### config.mk
export PLATFORM = sky130hd
export DESIGN_NAME = fetch_controller_flat
export DESIGN_NICKNAME = d
export VERILOG_FILES = /design/src/rtl/fetch_controller_if.sv /design/src/rtl/fetch_controller.sv /design/src/flat_wrapper.sv
export SDC_FILE = /design/constraint.sdc
export NUM_CORES = 1
export LEC_CHECK = 0
export CORE_ASPECT_RATIO = 0.5
export CORE_MARGIN = 2
export CORE_UTILIZATION = 42
export CTS_BUF_LIST = sky130_fd_sc_hd__clkbuf_2 sky130_fd_sc_hd__clkbuf_4 sky130_fd_sc_hd__clkbuf_8
export DETAILED_ROUTE_END_ITERATION = 8
export PLACE_DENSITY = 0.78
export SLEW_MARGIN = 30
export SYNTH_ARGS = -nofsm -noshare
export SYNTH_HDL_FRONTEND = slang
export SYNTH_SLANG_ARGS = --single-unit
export TNS_END_PERCENT = 50
### constraint.sdc
create_clock -name Clk -period 3.2 [get_ports Clk]
set_input_delay 0.64 -clock Clk [delete_from_list [all_inputs] [get_ports Clk]]
set_output_delay 0.64 -clock Clk [all_outputs]
set_load 0.05 [all_outputs]
### src/rtl/fetch_controller_if.sv
// fetch_controller_if: fetch control, instruction memory and IF/ID signals between the fetch unit and the rest of the core
interface fetch_controller_if;
  logic        start;
  logic        stall;
  logic        redirect;
  logic [31:0] redirectTarget;
  logic        haltReq;
  logic [31:0] imemData;
  logic [31:0] imemAddr;
  logic [31:0] instrOut;
  logic [31:0] pcPlus4Out;
  logic        instrValid;
  logic        halted;
  logic [31:0] fetchCount;
  modport master (
    input  start, stall, redirect, redirectTarget, haltReq, imemData,
    output imemAddr, instrOut, pcPlus4Out, instrValid, halted, fetchCount
  );
  modport slave (
    output start, stall, redirect, redirectTarget, haltReq, imemData,
    input  imemAddr, instrOut, pcPlus4Out, instrValid, halted, fetchCount
  );
endinterface

### src/rtl/fetch_controller.sv
// fetch_controller: IDLE/RUN/HALT instruction fetch with PC, IF/ID register and fetch counter
module fetch_controller #(
  parameter logic [31:0] RESET_PC   = 32'h0000_0000,
  parameter int          IMEM_WORDS = 1024
) (
  input logic Clk,
  input logic Reset_n,
  fetch_controller_if.master bus
);
  typedef enum logic [1:0] {IDLE, RUN, HALT} state_t;
  localparam logic [31:0] START_PC = RESET_PC & ~32'd3;
  localparam logic [32:0] PC_LIMIT = 33'(IMEM_WORDS) << 2;
  state_t      state, nextState;
  logic [31:0] pc, instrReg, pcPlus4Reg, countReg;
  logic        validReg;
  logic [31:0] seqPc, targetPc;
  logic        doFetch, doJump, doBubble, doRestart;
  assign bus.imemAddr   = pc;
  assign bus.instrOut   = instrReg;
  assign bus.pcPlus4Out = pcPlus4Reg;
  assign bus.instrValid = validReg;
  assign bus.fetchCount = countReg;
  assign bus.halted     = state == HALT;
  assign seqPc          = pc + 32'd4;
  assign targetPc       = bus.redirectTarget & ~32'd3;
  // state register
  always_ff @(posedge Clk) begin
    if (!Reset_n) state <= IDLE;
    else state <= nextState;
  end
  // next state and datapath controls; priority haltReq > redirect > stall > fetch, out-of-range PC halts
  always_comb begin
    nextState = state;
    doFetch   = 1'b0;
    doJump    = 1'b0;
    doBubble  = 1'b0;
    doRestart = 1'b0;
    case (state)
      IDLE: nextState = bus.start ? RUN : IDLE;
      HALT: begin
        nextState = bus.start ? RUN : HALT;
        doRestart = bus.start;
      end
      RUN: begin
        if (bus.haltReq) begin
          nextState = HALT;
          doBubble  = 1'b1;
        end else if (bus.redirect) begin
          doBubble  = 1'b1;
          doJump    = {1'b0, targetPc} < PC_LIMIT;
          nextState = doJump ? RUN : HALT;
        end else if (!bus.stall) begin
          doFetch   = {1'b0, seqPc} < PC_LIMIT;
          doBubble  = !doFetch;
          nextState = doFetch ? RUN : HALT;
        end
      end
      default: nextState = IDLE;
    endcase
  end
  // PC, IF/ID register and saturating fetch counter
  always_ff @(posedge Clk) begin
    if (!Reset_n) begin
      pc         <= START_PC;
      instrReg   <= '0;
      pcPlus4Reg <= '0;
      validReg   <= 1'b0;
      countReg   <= '0;
    end else begin
      if (doRestart) begin
        pc       <= START_PC;
        countReg <= '0;
      end
      if (doJump) pc <= targetPc;
      if (doFetch) begin
        pc         <= seqPc;
        instrReg   <= bus.imemData;
        pcPlus4Reg <= seqPc;
        validReg   <= 1'b1;
        countReg   <= countReg + {31'd0, ~&countReg};
      end
      if (doBubble) begin
        instrReg <= '0;
        validReg <= 1'b0;
      end
    end
  end
endmodule

### src/flat_wrapper.sv
// flat-port wrapper written by rule: the top's interface ports become plain ports
module fetch_controller_flat 
#(
  parameter logic [31:0] RESET_PC   = 32'h0000_0000,
  parameter int          IMEM_WORDS = 1024
)
  (Clk, Reset_n, bus_start, bus_stall, bus_redirect, bus_redirectTarget, bus_haltReq, bus_imemData, bus_imemAddr, bus_instrOut, bus_pcPlus4Out, bus_instrValid, bus_halted, bus_fetchCount);
  fetch_controller_if bus_i ();
  input logic Clk;
  input logic Reset_n;
  input wire logic [$bits(bus_i.start)-1:0] bus_start;
  input wire logic [$bits(bus_i.stall)-1:0] bus_stall;
  input wire logic [$bits(bus_i.redirect)-1:0] bus_redirect;
  input wire logic [$bits(bus_i.redirectTarget)-1:0] bus_redirectTarget;
  input wire logic [$bits(bus_i.haltReq)-1:0] bus_haltReq;
  input wire logic [$bits(bus_i.imemData)-1:0] bus_imemData;
  output wire logic [$bits(bus_i.imemAddr)-1:0] bus_imemAddr;
  output wire logic [$bits(bus_i.instrOut)-1:0] bus_instrOut;
  output wire logic [$bits(bus_i.pcPlus4Out)-1:0] bus_pcPlus4Out;
  output wire logic [$bits(bus_i.instrValid)-1:0] bus_instrValid;
  output wire logic [$bits(bus_i.halted)-1:0] bus_halted;
  output wire logic [$bits(bus_i.fetchCount)-1:0] bus_fetchCount;
  assign bus_i.start = bus_start;
  assign bus_i.stall = bus_stall;
  assign bus_i.redirect = bus_redirect;
  assign bus_i.redirectTarget = bus_redirectTarget;
  assign bus_i.haltReq = bus_haltReq;
  assign bus_i.imemData = bus_imemData;
  assign bus_imemAddr = bus_i.imemAddr;
  assign bus_instrOut = bus_i.instrOut;
  assign bus_pcPlus4Out = bus_i.pcPlus4Out;
  assign bus_instrValid = bus_i.instrValid;
  assign bus_halted = bus_i.halted;
  assign bus_fetchCount = bus_i.fetchCount;
  fetch_controller #(.RESET_PC(RESET_PC), .IMEM_WORDS(IMEM_WORDS)) u_core (.Clk(Clk), .Reset_n(Reset_n), .bus(bus_i));
endmodule
==> flow_metrics.tcl <==
set metrics [dict create \
    p_total_w 0.00326 \
    drive_above_1_share 0.131 \
    yosysWarnings 0 \
    fin_area_mm2 0.00850 \
    grt_pass1_wl_um 27000 \
    slew_viol_final 0 \
    max_freq_mhz 327 \
    clk_latency_ps 440 \
    power.switching_w 0.000838 \
    worstReg2RegStart "u_core.bus.imemAddr[12]" \
    dp_hpwl_um 12100 \
    grt_max_degree 34 \
    slew_headroom 0.582 \
    die_area_mm2 0.0145 \
    cts_tree "yes" \
    top_layer_used "met4" \
    final_antenna_net_count 0 \
    fill_cells 1084 \
    cts_buffers 17 \
    routedWlPerCell_um 16.0 \
    vias_per_cell 5.46 \
    synth_cell_type_count 56 \
    wl_met2_um 8490 \
    regArea_mm2 0.00257 \
    final_nets 960 \
    wl_met1_um 7420 \
    cts-htree-levels 4 \
    die_x_um 169 \
    drt-total-wl_um 17100 \
    place_area_mm2 0.00796 \
    drc 0 \
    finClkSkew_ps 19.0 \
    finalSetupViolations 0 \
    tns_ps 0 \
    max_cap_violations 0 \
    synth_edf_count 0 \
    yosysSeqAreaShare 0.447 \
    clk_pin_slew_ps 90 \
    cts_hold_buf 0 \
    finalHoldViolations 0 \
    synth_cells 674 \
    postLayoutCoreUtil 0.656 \
    hp-class "flip-flop to flip-flop" \
    num_io_pins 200 \
    start_util 0.439 \
    area_growth_pct 49.4 \
    port_buffers 193 \
    crit_required_ps 3560 \
    num_antenna_cells 0 \
    async_reset_ff_frac 0 \
    netlist_area_mm2 0.00569 \
    critPathLaunchType "flip-flop" \
    avgSynthCellArea_um2 8.44 \
    drt_first_pass_iters 5 \
    outcome "finished, final reports clean" \
    wl_met3_um 885 \
    hold_start "u_core.bus.instrOut[8]" \
    clk_path_buf_depth 2 \
    root_buffer "clkbuf_8" \
    ys.flop_type "dfxtp_1" \
    crit_start "u_core.bus.imemAddr[12]" \
    fin_crit_sh 0.955 \
    pwr-share-seq 0.488 \
    final.setup.worst_slack_ps 142 \
    worst_pin_slew_ps 622 \
    min_period_ps 3060 \
    core_mm2 0.0130 \
    peakVddDrop_mv 0.216 \
    antenna_found_initial 0 \
    die_h_um 86.3 \
    setup.worst_path.class "flip-flop to flip-flop" \
    clock-sinks 127 \
    switching_share 0.257 \
    multiInputGateArea_mm2 0.00298 \
    p_clk_frac 0.438 \
    gp_congestion 0.851 \
    overflow 0 \
    place_ws_ps -9.10 \
    crit_fanout 11 \
    ys_ff_latch 127 \
    leakage_nw 3.00 \
    p_comb_frac 0.073 \
    rows 29 \
    end_kind "flip-flop" \
    first_global_vias 5422 \
    powerDensity_mw_per_mm2 383 \
    p_int_w 0.00242 \
    cp_data_arrival_time_ps 3420 \
    drt_iter0_drc 338 \
    via_count 5840 \
    groute.usage.overall 0.231 \
]
## per-stage QoR
step | hold WS [ps] | instances
2_1_floorplan | 530 | 677
3_3_place_gp | 437 | 1030
3_5_place_dp | 443 | 1030
4_1_cts | 455 | 1062
5_1_grt | 467 | 1070
6_report | 451 | 1070
## kinds of logic (layout without fill, tap and decap cells)
| group | after synthesis | in the layout | share of synthesized area |
|---|---|---|---|
| adders and majority gates | 3 | 3 | 0.00660 |
| DFF | 127 | 127 | 0.447 |
| muxes | 16 | 16 | 0.0293 |
| buffers and inverters | 56 | 279 | 0.0495 |
| xor gates and xnor gates | 16 | 16 | 0.0246 |
| other | 1 | 4 | 0.000659 |
| AOI/OAI and AO/OA | 118 | 118 | 0.135 |
| and+or+nand+nor | 337 | 337 | 0.307 |
## power groups by stage
stage	combinational, W	clock, W	sequential (W)
2_1_floorplan	0.0000866	0	0.00165
3_3_place_gp	0.000234	0	0.00163
3_5_place_dp	0.000236	0	0.00163
4_1_cts	0.000237	0.00145	0.00159
5_1_grt	0.000254	0.00152	0.00159
6_report	0.000239	0.00143	0.00159
## worst paths after layout
kind,to,slack [ps],depth (start not counted)
hold / removal,u_core.bus.instrOut[8],450,2
setup / recovery,u_core.bus.fetchCount[29],140,9
hold reg to reg,u_core.bus.instrOut[8],450,2
setup reg to reg,u_core.bus.fetchCount[29],140,9
## sequential cells by signal, indices dropped and copies added, names as in the netlist
register / flops
u_core.bus.pcPlus4Out: 30
u_core.bus.fetchCount: 32
u_core.state: 2
u_core.bus.instrOut: 32
u_core.bus.instrValid: 1
u_core.bus.imemAddr: 30
## worst max-delay path: stages (launching register included)
cell       delay, ps
dfxtp_1          520
nand2_1          190
or4_1            560
nor3_1           240
o21ai_0          120
o31ai_1          180
nand4bb_4        300
buf_4            230
or4_1            490
a31oi_1          170
## routing by layer
layer | up-vias | track usage
li1 | 2850 | -
met1 | 2758 | 0.292
met2 | 202 | 0.401
met3 | 30 | 0.0443
met4 | 0 | 0.0792
met5 | - | 0
## cell usage after synthesis, drive strengths merged, types with 6 or more instances
cell type | instances | area [um2]
a31oi | 14 | 87.6
nand2 | 115 | 434
nor4 | 14 | 103
nor2 | 30 | 113
inv | 7 | 26.3
nand4 | 25 | 163
o22ai | 7 | 43.8
or4 | 6 | 45.0
buf | 26 | 165
a21oi | 44 | 220
nand3 | 41 | 205
nor3 | 13 | 76.3
and2 | 20 | 125
o311ai | 9 | 78.8
and3 | 31 | 194
mux2i | 11 | 110
clkbuf | 22 | 86.3
xnor2 | 12 | 105
o31ai | 10 | 75.1
nand2b | 11 | 68.8
or3 | 13 | 81.3
dfxtp | 127 | 2540
## layout make-up
| type | instances | area share |
|---|---|---|
| Clock buffer | 18 | 0.0284 |
| Clock inverter | 14 | 0.0187 |
| Inverter | 8 | 0.00353 |
| Multi-Input combinational cell | 494 | 0.351 |
| Sequential cell | 127 | 0.302 |
| Tap cell | 170 | 0.0250 |
| Timing Repair Buffer | 239 | 0.271 |
## timing repair
item,4_1_cts,5_1_grt
buffers inserted,0,8
setup endpoints to repair,0,46
resized for setup,0,21
## cells in the final DEF (no fill, tap or decap), types with 4 or more instances in the layout
cell / netlist / routed
clkdlybuf4s50_1: 0 / 193
dfxtp_1: 127 / 114
nand2_1: 114 / 113
a21oi_1: 44 / 44
buf_4: 7 / 43
nand3_1: 41 / 40
and3_1: 31 / 29
nor2_1: 30 / 29
nand4_1: 24 / 24
and2_1: 20 / 20
clkbuf_8: 0 / 17
a31oi_1: 14 / 14
or3_1: 13 / 13
xnor2_1: 12 / 12
nor3_1: 12 / 11
mux2i_1: 11 / 11
nand2b_1: 11 / 11
dfxtp_2: 0 / 10
o31ai_1: 10 / 9
nor4_1: 13 / 8
o311ai_0: 9 / 8
inv_1: 7 / 7
o22ai_1: 7 / 7
or4_1: 6 / 6
nor4_2: 0 / 5
o41ai_1: 5 / 5
mux2_2: 5 / 5
a22oi_1: 5 / 5
a211oi_1: 5 / 5
xor2_1: 4 / 4
o21ai_0: 4 / 4
o211ai_1: 4 / 4
conb_1: 1 / 4
clkinv_4: 0 / 4
Power figures use the tool's default switching activity.
